File: src/rtl/bcd_countdown_timer.sv
// Two-digit BCD seconds countdown timer (99..00).
// An internal prescaler divides the board clock down to a one-second tick
// while running; the registered digit outputs always hold valid BCD codes
// so they can feed seven-segment decoders directly.
module bcd_countdown_timer #(
    parameter int TICKS_PER_SEC = 50000000,
    parameter int CNT_W         = 26
) (
    input  logic       clk,
    input  logic       rst,
    input  logic       load,
    input  logic [3:0] load_tens,
    input  logic [3:0] load_ones,
    input  logic       start,
    input  logic       pause,
    output logic [3:0] tens,
    output logic [3:0] ones,
    output logic       running,
    output logic       timeout
);

    typedef enum logic [1:0] {
        ST_IDLE    = 2'd0,
        ST_RUN     = 2'd1,
        ST_PAUSED  = 2'd2,
        ST_EXPIRED = 2'd3
    } state_t;

    // Prescaler value on which the one-second tick fires.
    localparam logic [CNT_W-1:0] TICK_LAST = CNT_W'(TICKS_PER_SEC - 1);

    state_t           state_q, state_d;
    logic [3:0]       tens_q, tens_d;
    logic [3:0]       ones_q, ones_d;
    logic [CNT_W-1:0] presc_q, presc_d;
    logic             running_q, running_d;
    logic             timeout_q, timeout_d;

    logic             tick;
    logic             value_zero;
    logic             value_one;

    // Out-of-range load digits saturate to 9 so the display never sees
    // a non-BCD code.
    function automatic logic [3:0] clamp_bcd(input logic [3:0] d);
        return (d > 4'd9) ? 4'd9 : d;
    endfunction

    assign tick       = (state_q == ST_RUN) && (presc_q == TICK_LAST);
    assign value_zero = (tens_q == 4'd0) && (ones_q == 4'd0);
    assign value_one  = (tens_q == 4'd0) && (ones_q == 4'd1);

    // State register and all registered outputs; reset is synchronous, active-low.
    always_ff @(posedge clk) begin
        if (!rst) begin
            state_q   <= ST_IDLE;
            tens_q    <= 4'd0;
            ones_q    <= 4'd0;
            presc_q   <= '0;
            running_q <= 1'b0;
            timeout_q <= 1'b0;
        end else begin
            state_q   <= state_d;
            tens_q    <= tens_d;
            ones_q    <= ones_d;
            presc_q   <= presc_d;
            running_q <= running_d;
            timeout_q <= timeout_d;
        end
    end

    // Next-state logic: load beats start, start beats pause; counting in
    // RUN proceeds on the same edge as a pause so a tick is never lost.
    always_comb begin
        state_d   = state_q;
        tens_d    = tens_q;
        ones_d    = ones_q;
        presc_d   = presc_q;
        timeout_d = 1'b0;

        if (load) begin
            tens_d  = clamp_bcd(load_tens);
            ones_d  = clamp_bcd(load_ones);
            presc_d = '0;
            state_d = ST_IDLE;
        end else begin
            // Prescaler and digit decrement while running.
            if (state_q == ST_RUN) begin
                if (tick) begin
                    presc_d = '0;
                    if (ones_q != 4'd0) begin
                        ones_d = ones_q - 4'd1;
                    end else begin
                        ones_d = 4'd9;
                        tens_d = tens_q - 4'd1;
                    end
                    if (value_one) begin
                        state_d   = ST_EXPIRED;
                        timeout_d = 1'b1;
                    end
                end else begin
                    presc_d = presc_q + CNT_W'(1);
                end
            end

            // Control strobes; start masks pause in the same cycle.
            if (start) begin
                case (state_q)
                    ST_IDLE: begin
                        if (!value_zero) begin
                            state_d = ST_RUN;
                            presc_d = '0;
                        end
                    end
                    ST_PAUSED: begin
                        // Resume keeps the partial second already counted.
                        state_d = ST_RUN;
                    end
                    default: begin
                        // RUN and EXPIRED ignore start.
                    end
                endcase
            end else if (pause) begin
                // A pause on the expiry edge leaves the timer expired.
                if ((state_q == ST_RUN) && (state_d == ST_RUN)) begin
                    state_d = ST_PAUSED;
                end
            end
        end

        running_d = (state_d == ST_RUN);
    end

    assign tens    = tens_q;
    assign ones    = ones_q;
    assign running = running_q;
    assign timeout = timeout_q;

endmodule

File: config.mk
export PLATFORM = sky130hd
export DESIGN_NAME = bcd_countdown_timer
export DESIGN_NICKNAME = d
export VERILOG_FILES = /design/src/rtl/bcd_countdown_timer.sv
export SDC_FILE = /design/constraint.sdc
export NUM_CORES = 1
export LEC_CHECK = 0
export CORE_ASPECT_RATIO = 1.4
export CORE_MARGIN = 5
export CORE_UTILIZATION = 45
export CTS_CLUSTER_DIAMETER = 100
export DETAILED_ROUTE_END_ITERATION = 10
export PLACE_DENSITY = 0.74
export SYNTH_ARGS = -nofsm -noshare
export SYNTH_HDL_FRONTEND = slang
export SYNTH_SLANG_ARGS = --single-unit
export TNS_END_PERCENT = 10
File: constraint.sdc
create_clock -name clk -period 2.44 [get_ports clk]
set_clock_uncertainty 0.05 [all_clocks]
set_input_delay 0.488 -clock clk [delete_from_list [all_inputs] [get_ports clk]]
set_output_delay 0.488 -clock clk [all_outputs]
set_load 0.005 [all_outputs]
# Word-level counts from Yosys, hierarchy flattened
# Cells that the tools add are included.
# classes
add_sub_neg	3
magnitude_cmp	2
n_eq_ne	7
n_mux	26
n_bitwise	3
n_reduce_logical	14
# ops
cell	n
$mux W26	5
$mux W4	10
$add A26 B1 Y26 const B	1
$eq A26 B26 Y1 const B	1
$mux W2	9
$gt A4 B4 Y1 const B	2
$logic_not A4 Y1	2
$sub A4 B1 Y4 const B	2
$eq A2 B1 Y1 const B	3
$eq A4 B1 Y1 const B	1
$logic_and A1 B1 Y1	4
$pmux W2 S2	1
$reduce_bool A2 Y1	2
$reduce_bool A4 Y1	1
$reduce_or A4 Y1	1
$not A1 Y1	3
$reduce_and A3 Y1	1
$eq A2 B2 Y1 const B	1
$logic_not A2 Y1	1
$ne A2 B2 Y1 const B	1
$reduce_and A2 Y1	1
$reduce_or A2 Y1	1
$mux W1	1
# totals
ff_bits	38
input_bits	13
out_inout_bits	10
wordCells	61

# Logic depth before layout (Yosys ltp)
# Gate-level depths: netlist (run 1).
# depth
word_depth	13
ltp_mapped	8
ltp_nobuf	7

# Least setup slack after synthesis (run 1)
# No wires, ideal clock.
# synth_path
kind	reg-to-reg
start	register presc_q[0]
end	register presc_q[12]
setup_time_ns	0.115
t_arrival_ns	1.612
required_time_ns	2.275
path_slack_ns	0.664
path_stages_with_launch	8
path_buffers	1
synth_period_minus_slack_ns	1.776
cell_sequence	dfxtp_1 -> ha_1 -> and4b_1 -> nand4_2 -> or3_4 -> nand2b_2 -> buf_6 -> nor2_1
# synth_via
elab_chain_len	7
word_cells_on_any_way	8
classes_between	1 x add/sub; 1 x eq/ne; 5 x mux; 1 x reduce/logical
# synth_rtl
element	line	text
from (decl)	35	logic [CNT_W-1:0] presc_q, presc_d;
from (signal assigned)	66	presc_q <= presc_d;
branches (longest 2 deep; another with $add A26 B1 Y26)	--	
$mux W26 (*)	89	if (tick) begin
$mux W26 (*)	88	if (state_q == ST_RUN) begin
$mux W26	110	if (!value_zero) begin
$mux W26	108	case (state_q)
$mux W26 (*)	107	if (start) begin
# Every way passes the cells marked *.
# A chain may end at the register's enable or synchronous reset.

# Final worst setup path (run 1)
# layout_path
start	register tens_q[0] (netlist: tens[0])
end	register presc_q[17]
# layout_via
elab_chain_len	5
# layout_rtl
element	line	text
from (decl)	33	logic [3:0] tens_q, tens_d;
from (signal assigned)	64	tens_q <= tens_d;
$logic_not A4 Y1	50	assign value_zero = (tens_q == 4'd0) && (ones_q == 4'd0);
$logic_and A1 B1 Y1	50	
$mux W26	110	
$mux W26	108	
$mux W26	107	
# No other way between the ends.

==> impl_metrics.tcl, run 1 <==
set metrics [dict create \
    yosysUniqueCellTypes 48 \
    port_buffers 22 \
    clock_latency_ns 0.29 \
    n_antenna_cell 0 \
    root_buffer "clkbuf_8" \
    setup_viol 0 \
    synthFlopType "dfxtp_1" \
    grt_pass1_wl_um 7240 \
    crit_path_max_fanout 22 \
    cts_buffer_depth 2 \
    fin_area_um2 2390 \
    async_flop_share_pct 0 \
    antenna_found_initial 0 \
    ant_nets 0 \
    cts_tree "built" \
    fin_util_pct 55.9 \
    n_fill_cell 386 \
    min_path_type "reg2reg" \
    syn_inst 222 \
    drc 0 \
    seqCellArea_um2 761 \
    initial_utilization_pct 46.9 \
    coreArea_um2 4270 \
    end_kind "flop" \
    clock_power_share_pct 37.2 \
    die_x_um 66.4 \
    whs_path_depth 2 \
    place_area_um2 2300 \
    final_layout_size_suffix_gt1_share_pct 9.52 \
    crit_type "reg2reg" \
    ys_ff_latch 38 \
    worst_slew_pin_slew_ns 0.488 \
    grt.busiest_layer "met2" \
    cp-start-kind "flop" \
    synth_warnings 0 \
    p_sw_mw 0.273 \
    hold_start "presc_q[1]" \
    p_comb_share_pct 8.8 \
    gp_congestion 0.782 \
    cts_buffers 5 \
    drtIter0Drc 97 \
    met1_usage_pct 17.7 \
    seqPwrFrac_pct 54.0 \
    ff2ff_setup_slack_ns 0.34 \
    post_cts_buffers 0 \
    worst_ep_arrival_time_ns 2.28 \
    cap_viol_max_count 0 \
    ctsResizeCount 0 \
    hold_viol 0 \
    globalRouteTotalUtil_pct 16.0 \
    die_area_um2 5910 \
    outcome "completed" \
    synth_edf_count 0 \
    grt_max_degree 23 \
    hpwl_um 3180 \
    area_delta_synth_final_pct 19.2 \
    fin_tns_setup_ns 0 \
    rsz0062_at_grt "false" \
    switching_share_pct 23.0 \
    r2r-end "presc_q[17]" \
    r2r-start "tens[0]" \
    internal_power_mw 0.915 \
    grt_util_met2_pct 28.4 \
    grt_pass1_vias 1607 \
    ios 23 \
    die_h_um 89.0 \
    vias 1622 \
    syn-num-nets 237 \
    finalCriticalPeriod_ns 2.10 \
    clk_pin_slew_ns 0.07 \
    drt_first_pass_iters 4 \
    p_per_area_nw_per_um2 497 \
    syn-cell-area_um2 2000 \
    required_ns 2.61 \
    max_freq_mhz 475 \
    leakage_nw 0.840 \
    period_share_pct 86.3 \
    worst_slew_margin_rel_pct 67.2 \
    multi_input_area_um2 1180 \
    cts_hold_buf 0 \
    whs_endpoint "presc_q[1]" \
    ys_seq_area_share_pct 38.0 \
    syn_avg_cell_area_um2 9.03 \
    vdd_drop_max_v 0.000356 \
    rows 28 \
    wl_um 4160 \
    reg2reg_depth 7 \
    drv_slew 0 \
    nNetsFinal 266 \
    cts.sinks 38 \
    via_per_inst 5.20 \
    routedWlPerCell_um 13.3 \
    htree_levels 2 \
    gr-usage-met3_pct 4.53 \
    grt_overflow 0 \
]
through the flow:
stage	setup slack (ns)	hold WS (ns)	power, mW	instances
2_1_floorplan	0.664	0.395	0.709	222
3_3_place_gp	0.228	0.422	0.761	304
3_5_place_dp	0.185	0.416	0.763	304
4_1_cts	0.303	0.426	1.21	312
5_1_grt	0.110	0.474	1.24	312
6_report	0.335	0.427	1.19	312
flip-flops by register name (all words and copies together), names as in the netlist:
name and flops:
running 1, timeout 1, tens 4, presc_q 26, state_q 2, ones 4
cells in the mapped netlist, drive strengths merged (6+ instances only):
cell | count | share of area (%)
and3 | 7 | 2.2
nand3 | 13 | 3.2
xnor2 | 13 | 5.7
a21oi | 6 | 1.5
nand2 | 13 | 2.4
nor2 | 36 | 6.7
nor4 | 7 | 5.8
inv | 8 | 1.5
dfxtp | 38 | 38
o21ai | 6 | 1.5
nand4 | 10 | 4.2
xor2 | 15 | 6.6
cell type report:
type / instances / area share, %
Clock buffer: 7 / 3.61
Clock inverter: 1 / 0.209
Inverter: 8 / 1.26
Multi-Input combinational cell: 172 / 49.5
Sequential cell: 38 / 31.8
Tap cell: 60 / 3.14
Timing Repair Buffer: 26 / 10.5
metal layers:
| layer | vias to the layer above | wire, um |
|---|---|---|
| met5 | - | 0 |
| met1 | 739 | 1720 |
| li1 | 851 | - |
| met3 | 6 | 161 |
| met2 | 26 | 2180 |
| met4 | 0 | 93 |
power groups by stage:
stage | clock, mW | sequential (mW) | combinational [mW]
floorplan | 0 | 0.655 | 0.0542
finish | 0.442 | 0.642 | 0.105
detailed placement | 0 | 0.656 | 0.106
global placement | 0 | 0.657 | 0.105
CTS | 0.457 | 0.642 | 0.107
global route | 0.481 | 0.644 | 0.117
worst max-delay path by stage:
stage / startpoint / end
2_1_floorplan: presc_q[0] / presc_q[12]
3_3_place_gp: load / presc_q[11]
3_5_place_dp: load / presc_q[16]
4_1_cts: tens[0] / presc_q[18]
5_1_grt: tens[0] / presc_q[24]
6_report: tens[0] / presc_q[17]
worst max-delay path: stages, from the launching register on:
cell and delay [ns]:
dfxtp_1 0.32, inv_1 0.08, ha_1 0.17, nor3b_1 0.35, nand3b_1 0.16, a41o_1 0.31
nand2b_2 0.41, nor2_1 0.18
layout by cell type (no fill, tap or decap), types with 7 or more instances in the layout:
| cell | count |
|---|---|
| xnor2_1 | 13 |
| clkdlybuf4s50_1 | 22 |
| xor2_1 | 15 |
| nand2_1 | 13 |
| nand3_1 | 13 |
| nor2_1 | 36 |
| dfxtp_1 | 38 |
| inv_1 | 8 |
| and3_1 | 7 |
| nand4_1 | 8 |
cells by family after synthesis:
| group | count (synthesis) | synth area share, % |
|---|---|---|
| buffers and inverters | 12 | 3.06 |
| flip-flops | 38 | 38.0 |
| XOR/XNOR | 28 | 12.2 |
| AND/OR/NAND/NOR | 116 | 36.5 |
| multiplexers | 2 | 0.999 |
| AO/OA/AOI/OAI | 24 | 7.99 |
| adder cells (fa/ha/maj) | 2 | 1.25 |
(Power assumes the default switching activity.)
==> run 2, diff against run 1 <==
--- a/config.mk
+++ b/config.mk
@@ -10,7 +10,8 @@
 export CORE_UTILIZATION = 45
 export CTS_CLUSTER_DIAMETER = 100
 export DETAILED_ROUTE_END_ITERATION = 10
-export PLACE_DENSITY = 0.74
+export PLACE_DENSITY = 0.73
+export SKIP_LAST_GASP = 1
 export SYNTH_ARGS = -nofsm -noshare
 export SYNTH_HDL_FRONTEND = slang
 export SYNTH_SLANG_ARGS = --single-unit
==> run 2 against run 1 <==
Flip-flop and latch count stayed put. Setup slack improved by 0.030 ns. Combinational power is essentially flat. Critical path depth unchanged. Register-to-register slack better by 0.03 ns. Clock-buffer cell count down 2. Sequential share of layout area is 0.23 points lower. Non-clock buffer count unchanged. Via count increased by 2.4%. Hold slack better by 0.012 ns. Clock power up 17%. Critical endpoint is now presc_q[7]. Highest routed layer unchanged.
==> impl_metrics.tcl, run 2 (same netlist as run 1, synthesis figures left out) <==
set metrics [dict create \
    outcome "completed" \
    grt_pass1_wl_um 7380 \
    drc 0 \
    die_area_um2 5910 \
    die_h_um 89.0 \
    leakage_nw 0.850 \
    cts.sinks 38 \
    ff2ff_setup_slack_ns 0.37 \
    via_per_inst 5.32 \
    whs_endpoint "presc_q[1]" \
    power.total_mw 1.27 \
    worst_slew_margin_rel_pct 65.9 \
    rsz0062_at_grt "false" \
    drv_slew 0 \
    vdd_drop_max_v 0.000258 \
    ios 23 \
    regMostFlops "presc_q" \
    area_delta_synth_final_pct 20.1 \
    fin_area_um2 2410 \
    ant_nets 0 \
    nNetsFinal 266 \
    grt_pass1_vias 1689 \
    fin_cells 312 \
    crit_path_max_fanout 22 \
    max_freq_mhz 482 \
    htree_levels 2 \
    p_per_area_nw_per_um2 526 \
    cap_viol_max_count 0 \
    min_path_type "reg2reg" \
    setup_viol 0 \
    path_cells "inv_1 > ha_1 > nor3b_1 > nand3b_1 > a41o_1 > nand2b_2 > nor2_1" \
    post_cts_buffers 0 \
    coreArea_um2 4270 \
    hold_start "presc_q[1]" \
    cts_tree "built" \
    clock_latency_ns 0.29 \
    cts_hold_buf 0 \
    whs_path_depth 2 \
    hpwl_um 3220 \
    worst_slew_pin_slew_ns 0.507 \
    r2r-start "tens[0]" \
    finalCriticalPeriod_ns 2.07 \
    cp_top_family "simple AND/OR/NAND/NOR gates" \
    grt_overflow 0 \
    final_layout_size_suffix_gt1_share_pct 9.92 \
    drtIter0Drc 106 \
    antenna_found_initial 0 \
    place_area_um2 2300 \
    crit_type "reg2reg" \
    critPathMaxStageDelay_ns 0.41 \
    cts_buffer_depth 2 \
    n_antenna_cell 0 \
    routedWlPerCell_um 13.6 \
    initial_utilization_pct 46.9 \
    root_buffer "clkbuf_8" \
    fin_util_pct 56.3 \
    gp_congestion 0.769 \
    largest_reg_flops 26 \
    place_inst 304 \
    final_common_cell "dfxtp_1" \
    required_ns 2.62 \
    vias 1661 \
    cp-start-kind "flop" \
    clk_pin_slew_ns 0.08 \
    hold_viol 0 \
    n_fill_cell 399 \
    globalRouteTotalUtil_pct 16.3 \
    wl_um 4230 \
    grt_max_degree 23 \
    reg2reg_depth 7 \
    rows 28 \
    ctsResizeCount 0 \
    die_x_um 66.4 \
    crit_buf_inv 1 \
    port_buffers 22 \
    worst-path-stages 7 \
    cpMaxStageDelayCell "nand2b_2" \
    end_kind "flop" \
    most-common-layout-cells "dfxtp_1 (38), nor2_1 (36), clkdlybuf4s50_1 (22)" \
    worst_ep_arrival_time_ns 2.25 \
    drt_first_pass_iters 4 \
    r2r-end "presc_q[7]" \
    period_share_pct 85.0 \
    fin_tns_setup_ns 0 \
    cts_buffers 5 \
]
-- run 2: cell count changes in the layout (fill, tap and decap cells not counted), sizes merged --
| cell | change |
|---|---|
| clkbuf | -2 |
| clkinv | +1 |
| bufinv | +1 |
-- run 2: worst max path at each step --
stage	startpoint	endpoint	slack (ns)
finish	tens[0]	presc_q[7]	0.37
global route	tens[1]	presc_q[22]	0.14
CTS	tens[0]	presc_q[7]	0.36
detailed placement	load	presc_q[7]	0.20
global placement	load	presc_q[10]	0.22
floorplan	presc_q[0]	presc_q[12]	0.66
-- run 2: power by group --
| group | internal (mW) | switching, mW | total [mW] |
|---|---|---|---|
| clock | 0.301 | 0.218 | 0.519 |
| sequential | 0.630 | 0.0126 | 0.642 |
| combinational | 0.0574 | 0.0471 | 0.105 |
-- run 2: layout make-up --
| type | instances | area, um^2 | area share (%) |
|---|---|---|---|
| inverters | 8 | 30.0 | 1.25 |
| clock buffers | 5 | 68.8 | 2.86 |
| well taps | 60 | 75.1 | 3.12 |
| clock inverters | 3 | 40.0 | 1.66 |
| multi-input cells | 172 | 1180 | 49.1 |
| repair buffers | 26 | 250 | 10.4 |
| flip-flops and latches | 38 | 761 | 31.6 |
-- run 2: worst min-delay path: stages, from the launching register on --
cell and delay [ns]:
dfxtp_1 0.33, nand2_1 0.06, a21oi_1 0.05
-- run 2: routing by layer --
layer  wire length [um]  up-vias  global-route usage, %
met5                  0        -                      0
met4                 73        0                   6.65
met3                184        7                   4.28
met2               2190       40                   30.7
met1               1780      769                   16.9
li1                   -      845                      -
-- run 2: through the flow --
stage               worst slack (ns)  hold WS (ns)
floorplan                      0.664         0.395
global placement               0.221         0.420
detailed placement             0.201         0.433
CTS                            0.355         0.444
global route                   0.137         0.480
finish                         0.366         0.439
==> run 3, diff against run 2 <==
--- a/config.mk
+++ b/config.mk
@@ -10,6 +10,7 @@
 export CORE_UTILIZATION = 45
 export CTS_CLUSTER_DIAMETER = 100
 export DETAILED_ROUTE_END_ITERATION = 10
+export MAX_ROUTING_LAYER = met4
 export PLACE_DENSITY = 0.73
 export SKIP_LAST_GASP = 1
 export SYNTH_ARGS = -nofsm -noshare
==> run 3 against run 2 <==
Flip-flop and latch count did not move. Sequential share of layout area stayed put. Final cell count did not move. Largest cell class unchanged. Highest routed layer unchanged.
==> impl_metrics.tcl, run 3 (same netlist as run 1, synthesis figures left out) <==
set metrics [dict create \
    antenna_found_initial 0 \
    outcome "completed" \
    hold_start "presc_q[1]" \
    cts.sinks 38 \
    htree_levels 2 \
    min_path_type "reg2reg" \
    crit_type "reg2reg" \
    period_share_pct 85.0 \
    die_area_um2 5910 \
    crit_end "presc_q[7]" \
    die_x_um 66.4 \
    rows 28 \
    largest_reg_flops 26 \
    cts_buffer_depth 2 \
    ios 23 \
    final_common_cell "dfxtp_1" \
    port_buffers 22 \
    grt_pass1_wl_um 7390 \
    gp_congestion 0.779 \
    place_inst 304 \
    via_per_inst 5.31 \
    grt_overflow 0 \
    reg2reg_depth 7 \
    clk_pin_slew_ns 0.08 \
    hold_viol 0 \
    required_ns 2.62 \
    cts_tree "built" \
    area_delta_synth_final_pct 20.1 \
    regMostFlops "presc_q" \
    cts_buffers 5 \
    drv_slew 0 \
    rsz0062_at_grt "false" \
    worst_ep_arrival_time_ns 2.25 \
    crit_path_max_fanout 22 \
    coreArea_um2 4270 \
    fin_cells 312 \
    drt_first_pass_iters 4 \
    r2r-end "presc_q[7]" \
    grt_pass1_vias 1690 \
    n_antenna_cell 0 \
    leakage_nw 0.850 \
    die_h_um 89.0 \
    clock_latency_ns 0.29 \
    finalCriticalPeriod_ns 2.07 \
    most-common-layout-cells "dfxtp_1 (38), nor2_1 (36), clkdlybuf4s50_1 (22)" \
    cpMaxStageDelayCell "nand2b_2" \
    worst_slew_pin_slew_ns 0.492 \
    post_cts_buffers 0 \
    hpwl_um 3220 \
    critical_path.startpoint "tens[0]" \
    cp-start-kind "flop" \
    root_buffer "clkbuf_8" \
    path_cells "inv_1 > ha_1 > nor3b_1 > nand3b_1 > a41o_1 > nand2b_2 > nor2_1" \
    nNetsFinal 266 \
    globalRouteTotalUtil_pct 16.8 \
    cts_hold_buf 0 \
    final_layout_size_suffix_gt1_share_pct 9.92 \
    critPathMaxStageDelay_ns 0.41 \
    n_fill_cell 399 \
    end_kind "flop" \
    max_freq_mhz 482 \
    drc 0 \
    initial_utilization_pct 46.9 \
    fin_tns_setup_ns 0 \
    power.total_mw 1.26 \
    setup_viol 0 \
    drtIter0Drc 110 \
    r2r-start "tens[0]" \
    vias 1657 \
    wl_um 4230 \
    vdd_drop_max_v 0.000258 \
    p_per_area_nw_per_um2 525 \
    grt_max_degree 23 \
    routedWlPerCell_um 13.6 \
    cap_viol_max_count 0 \
    ant_nets 0 \
    worst_slew_margin_rel_pct 66.9 \
    fin_util_pct 56.3 \
    ff2ff_setup_slack_ns 0.37 \
    ctsResizeCount 0 \
]
run 3: layer usage:
layer  GRT usage (%)  part of all wire [%]  wire length (um)  up-vias
met3            3.77                   3.4               142        9
met4            6.65                   1.6                69        0
met1            17.2                    44              1840      763
li1                -                     -                 -      845
met2            30.7                    51              2180       40
met5               -                     0                 0        -
run 3: area by class of cell:
cell class | count | area [um^2] | area share, %
inverters | 8 | 30.0 | 1.25
flip-flops and latches | 38 | 761 | 31.6
repair buffers | 26 | 250 | 10.4
well taps | 60 | 75.1 | 3.12
clock buffers | 5 | 68.8 | 2.86
clock inverters | 3 | 40.0 | 1.66
multi-input cells | 172 | 1180 | 49.1
run 3: through the flow:
stage / worst slack (ns) / hold WS, ns / instance area, um^2
3_5_place_dp: 0.201 / 0.433 / 2300
5_1_grt: 0.137 / 0.480 / 2410
3_3_place_gp: 0.221 / 0.420 / 2300
6_report: 0.366 / 0.440 / 2410
4_1_cts: 0.355 / 0.444 / 2410
2_1_floorplan: 0.664 / 0.395 / 2000
run 3: worst min path at each step:
stage,cells after the start,slack [ns],to
after detailed placement,2,0.43,presc_q[1]
after CTS,2,0.44,presc_q[1]
after global routing,2,0.48,presc_q[1]
final,2,0.44,presc_q[1]
after floorplan,2,0.39,presc_q[1]
after global placement,2,0.42,presc_q[1]
run 3: power breakdown:
part           total (mW)  internal, mW  switching, mW  leakage [nW]
registers           0.642         0.630         0.0126         0.308
logic               0.105        0.0574         0.0473         0.484
clock network       0.518         0.301          0.217        0.0579
run 3: critical path: cells and delay by family (launching register included):
kind / cells / cell delay [ns]
compound gates: 1 / 0.31
fa+ha+maj: 1 / 0.17
buf+inv: 1 / 0.08
flops: 1 / 0.32
simple gates: 4 / 1.07
